### config.mk
export PLATFORM = sky130hd
export DESIGN_NAME = hilo_div_ctrl
export DESIGN_NICKNAME = d
export VERILOG_FILES = /design/src/rtl/hilo_div_ctrl.sv
export SDC_FILE = /design/constraint.sdc
export NUM_CORES = 1
export LEC_CHECK = 0
export BUFFER_PORTS_ARGS = -buffer_cell sky130_fd_sc_hd__buf_2
export CORE_MARGIN = 3
export CORE_UTILIZATION = 35
export CTS_CLUSTER_SIZE = 30
export DETAILED_ROUTE_END_ITERATION = 6
export GPL_TIMING_DRIVEN = 0
export MAX_ROUTING_LAYER = met4
export PLACE_DENSITY = 0.67
export SLEW_MARGIN = 20
export SYNTH_ARGS = -nofsm -noshare
export SYNTH_HDL_FRONTEND = slang
export SYNTH_SLANG_ARGS = --single-unit
### constraint.sdc
create_clock -name clk -period 1.5 [get_ports clk]
set_input_delay 0.15 -clock clk [delete_from_list [all_inputs] [get_ports clk]]
set_output_delay 0.15 -clock clk [all_outputs]
set_load 0.01 [all_outputs]
### src/rtl/hilo_div_ctrl.sv
// Divide sequencer and HI/LO register pair for DIV/DIVU, MULT/MULTU results and MTHI/MTLO.
// Latency: divide result lands on hi/lo at edge DIV_CYCLES after the start edge; divide-by-zero lands on the start edge.
// Backpressure: busy stalls the pipeline combinationally from the issuing cycle through the last RUN cycle.
module hilo_div_ctrl #(
  parameter int DIV_CYCLES = 8
) (
  input  logic        clk,
  input  logic        rst_n,
  input  logic        div_start,
  input  logic        div_sign,
  input  logic [31:0] rs_data,
  input  logic [31:0] rt_data,
  output logic [31:0] div_a,
  output logic [31:0] div_b,
  output logic        div_sign_o,
  input  logic [63:0] div_result,
  input  logic        mul_we,
  input  logic [63:0] mul_result,
  input  logic        mthi,
  input  logic        mtlo,
  input  logic [31:0] wdata,
  output logic [31:0] hi,
  output logic [31:0] lo,
  output logic        busy,
  output logic        done
);

  localparam int CW = $clog2(DIV_CYCLES + 1);

  typedef enum logic {
    IDLE = 1'b0,
    RUN  = 1'b1
  } state_t;

  state_t          state_q, state_d;
  logic [CW-1:0]   cnt_q, cnt_d;
  logic [31:0]     div_a_q, div_a_d;
  logic [31:0]     div_b_q, div_b_d;
  logic            sign_q, sign_d;
  logic [31:0]     hi_q, hi_d;
  logic [31:0]     lo_q, lo_d;
  logic            done_q, done_d;

  // State, operand latches and HI/LO; reset abandons any divide in flight.
  always_ff @(posedge clk) begin
    if (!rst_n) begin
      state_q <= IDLE;
      cnt_q   <= '0;
      div_a_q <= '0;
      div_b_q <= '0;
      sign_q  <= 1'b0;
      hi_q    <= '0;
      lo_q    <= '0;
      done_q  <= 1'b0;
    end else begin
      state_q <= state_d;
      cnt_q   <= cnt_d;
      div_a_q <= div_a_d;
      div_b_q <= div_b_d;
      sign_q  <= sign_d;
      hi_q    <= hi_d;
      lo_q    <= lo_d;
      done_q  <= done_d;
    end
  end

  // Next-state and write selection; in IDLE a divide beats a multiply, which beats the moves.
  always_comb begin
    state_d = state_q;
    cnt_d   = cnt_q;
    div_a_d = div_a_q;
    div_b_d = div_b_q;
    sign_d  = sign_q;
    hi_d    = hi_q;
    lo_d    = lo_q;
    done_d  = 1'b0;
    unique case (state_q)
      IDLE: begin
        if (div_start) begin
          if (rt_data != 32'h0) begin
            div_a_d = rs_data;
            div_b_d = rt_data;
            sign_d  = div_sign;
            cnt_d   = CW'(DIV_CYCLES - 1);
            state_d = RUN;
          end else begin
            // Divide by zero never reaches the divider: fixed result, no RUN phase.
            hi_d   = rs_data;
            lo_d   = 32'hFFFF_FFFF;
            done_d = 1'b1;
          end
        end else if (mul_we) begin
          hi_d = mul_result[63:32];
          lo_d = mul_result[31:0];
        end else begin
          if (mthi) hi_d = wdata;
          if (mtlo) lo_d = wdata;
        end
      end
      RUN: begin
        // Operands stay frozen; all other writers are ignored while the pipe is stalled.
        if (cnt_q == '0) begin
          hi_d    = div_result[63:32];
          lo_d    = div_result[31:0];
          done_d  = 1'b1;
          state_d = IDLE;
        end else begin
          cnt_d = cnt_q - CW'(1);
        end
      end
      default: state_d = IDLE;
    endcase
  end

  assign busy       = (div_start && (state_q == IDLE)) || (state_q == RUN);
  assign div_a      = div_a_q;
  assign div_b      = div_b_q;
  assign div_sign_o = sign_q;
  assign hi         = hi_q;
  assign lo         = lo_q;
  assign done       = done_q;

endmodule

==> flow_metrics.env <==
export IMPL_dominantRegCellSynth="dfxtp_1"
export IMPL_setup_viol=64
export IMPL_run_status="complete, but fails checks"
export IMPL_worst_path_max_fanout=6
export IMPL_fin_crit_sh=1.07
export IMPL_die_area_um2=21600
export IMPL_ir_drop_mv=0.814
export IMPL_synth_yosys_warnings=0
export IMPL_num_fill_cells=1777
export IMPL_max_cap_violations=0
export IMPL_power_leakage_nw=5.49
export IMPL_synth_top_cell_area_share=0.389
export IMPL_ant_nets=0
export IMPL_wl_um=30700
export IMPL_place_detailed_hpwl_um=22900
export IMPL_number_of_cts_inserted_buffers=17
export IMPL_cp_end_kind="register"
export IMPL_worst_slew_pin_slew_ns=0.719
export IMPL_drt_pass1_iter_count=5
export IMPL_synth_area_leaders="dfxtp_1, mux2i_1, nand2_1, o211a_1, o21ai_0"
export IMPL_post_place_ws_ns=-0.536
export IMPL_max_freq_ghz=0.625
export IMPL_clk_latency_ns=0.42
export IMPL_synth_area_per_cell_um2=8.29
export IMPL_grt_antenna_before_repair=3
export IMPL_std_cell_rows=50
export IMPL_final_layout_size_suffix_gt1_frac=0.422
export IMPL_avgViaCountPerCell=5.12
export IMPL_port_buffers=360
export IMPL_num_nets_final=1524
export IMPL_finalWeightedCongestion=0.942
export IMPL_unrepaired_setup_endpoints_after_global_routing="true"
export IMPL_globalRouteMet3Util=0.0355
export IMPL_avgRoutedWirePerCell_um=19.5
export IMPL_critical_path_startpoint_type="register"
export IMPL_top_usage_layer="met2"
export IMPL_clock_sink_count=135
export IMPL_synth_commonest_cells="nand2_1, dfxtp_1, mux2i_1"
export IMPL_synth_edff_count=0
export IMPL_worst_clock_skew_ns=0.0140
export IMPL_maximum_number_of_pins_on_one_net_before_global_route_repair=17
export IMPL_synth_area_um2=6940
export IMPL_timing_critical_path_slowest_cell_delay_ns=0.38
export IMPL_synthesis_instances=838
export IMPL_worstSetupPathType="register to register"
export IMPL_final_number_of_max_transition_violations=0
export IMPL_synth_seq_cells=135
export IMPL_final_hold_violation_count=1
export IMPL_min_path_type="primary input to register"
export IMPL_synth_to_layout_area_growth_pct=58.3
export IMPL_placeableCoreArea_um2=19100
export IMPL_tritoncts_clock_tree="done"
export IMPL_synth_yosys_seq_area_share=0.389
export IMPL_first_global_vias=7872
export IMPL_die_height_um=147
export IMPL_final_min_clock_period_ns=1.60
export IMPL_cts_htree_levels=4
export IMPL_detailroute_via_count=8033
export IMPL_fp_dieW_um=147
export IMPL_master_of_the_slowest_instance_on_the_critical_path="dfxtp_4"
export IMPL_layout_cell_area_non_filler_um2=11000
export IMPL_dpl_cell_area_um2=9090
export IMPL_ys_async_sr_fraction=0
export IMPL_gr_usage_met1=0.348
export IMPL_worst_hold_slack_ns=-0.00202
export IMPL_setup_ws_ns=-0.0994
export IMPL_root_buffer="clkbuf_16"
export IMPL_clkTransAtPathRegs_ns=0.06
export IMPL_remaining_drc_errors=0
export IMPL_grt_util_met2=0.452
export IMPL_post_layout_total_power_mw=11.8
export IMPL_timing_critical_path_arrival_ns=1.96
export IMPL_worst_slew_margin_rel=0.520
export IMPL_drt_iter0_drc=380
export IMPL_yosysTopAreaCell="dfxtp_1"
export IMPL_number_of_unique_standard_cell_types_used_by_synthesis=34
export IMPL_grt_usage=0.273
export IMPL_global_route_congestion_overflow_total=0
export IMPL_syn_nets=1070
export IMPL_clock_path_buffers=2
export IMPL_synth_most_common_cell="nand2_1"
export IMPL_crit_path_cells="nor2_4 > inv_2 > nor3_4 > buf_6 > buf_6 > nor2_4 > buf_12 > buf_8 > nand3_2 > o211a_1"
export IMPL_timing_critical_path_required_ns=1.86
export IMPL_io_pins=362
export IMPL_initial_utilization=0.364
export IMPL_failed_checks="hold timing, setup timing"
export IMPL_timing_setup_tns_ns=-5.01
export IMPL_power_density_cell_area_nw_per_um2=1080
export IMPL_grt_pass1_wl_um=44700
through the flow:
step	hold slack, ns	cells	utilization
3_3_place_gp	0.407	1458	0.477
2_1_floorplan	0.285	838	-
4_1_cts	0.000229	1554	0.553
3_5_place_dp	0.416	1458	0.477
6_report	-0.00202	1569	0.576
5_1_grt	0.00282	1568	0.576
metal layers:
metal	vias up	wire length, um	share of wire
met2	350	15000	0.49
met4	0	802	0.026
met1	3771	13100	0.43
met3	55	1740	0.057
li1	3857	-	-
met5	-	0	0
final cells by class:
type                            instances  area, um^2  area share
Antenna cell                            4        10.0    0.000910
Buffer                                 76         546      0.0496
Clock buffer                           18         429      0.0390
Clock inverter                         14         196      0.0179
Inverter                                3        11.3     0.00102
Multi-Input combinational cell        623        4170       0.379
Sequential cell                       135        2710       0.246
Tap cell                              260         325      0.0296
Timing Repair Buffer                  436        2600       0.236
kinds of logic (layout without fill, tap and decap cells):
family                   after synthesis  after routing  synth area share
multiplexers                          96             96             0.138
AND/OR/NAND/NOR                      321            321             0.213
buffers and inverters                 80            547            0.0598
flip-flops                           135            135             0.389
other                                  0              4                 0
AO/OA/AOI/OAI                        205            205             0.197
adder cells (fa/ha/maj)                1              1           0.00180
layout by cell type, fill, tap and decap left out, drive strengths merged, types with 5 or more instances in the layout:
cell         instances
nor2b               34
nand3               34
o21ai               66
dfxtp              135
mux2i               96
inv                  6
clkbuf              50
dlygate4sd3         46
nor4                 8
nand4               32
a21oi               35
nand2              199
o211a               33
nor2                 5
buf                434
a21boi              66
registers in the layout (all words and copies together) (netlist names):
signal and count:
hi 32, state_q 1, lo 32, div_sign_o 1, done 1, div_a 32
cnt_q 4, div_b 32
timing repair:
item | in CTS | in global routing
hold buffers | 45 | 1
pin swaps | 31 | 15
gates cloned | 4 | 3
endpoints found under the hold margin | 45 | 1
gates resized for setup | 102 | 85
setup buffers | 15 | 8
endpoints found under the setup margin | 135 | 127
power by group:
group          switching [mW]  internal, mW  leakage [nW]
logic                    1.72          1.50          4.07
clock network            1.68          2.80         0.297
registers               0.197          3.95          1.12
critical path, delay by kind of cell (launching register included):
kind	cells	cell delay (ns)
flops	1	0.38
simple gates	4	0.40
buf+inv	5	0.58
compound gates	1	0.16
path summary, 6_finish.rpt:
| kind | start | depth (start not counted) | to | slack [ns] |
|---|---|---|---|---|
| max | state_q | 10 | hi[10] | -0.1 |
| min | rt_data[17] | 3 | div_b[17] | -0.002 |
| max reg2reg | state_q | 10 | hi[10] | -0.1 |
| min reg2reg | div_b[5] | 2 | div_b[5] | 0.45 |
(Power assumes the default switching activity.)
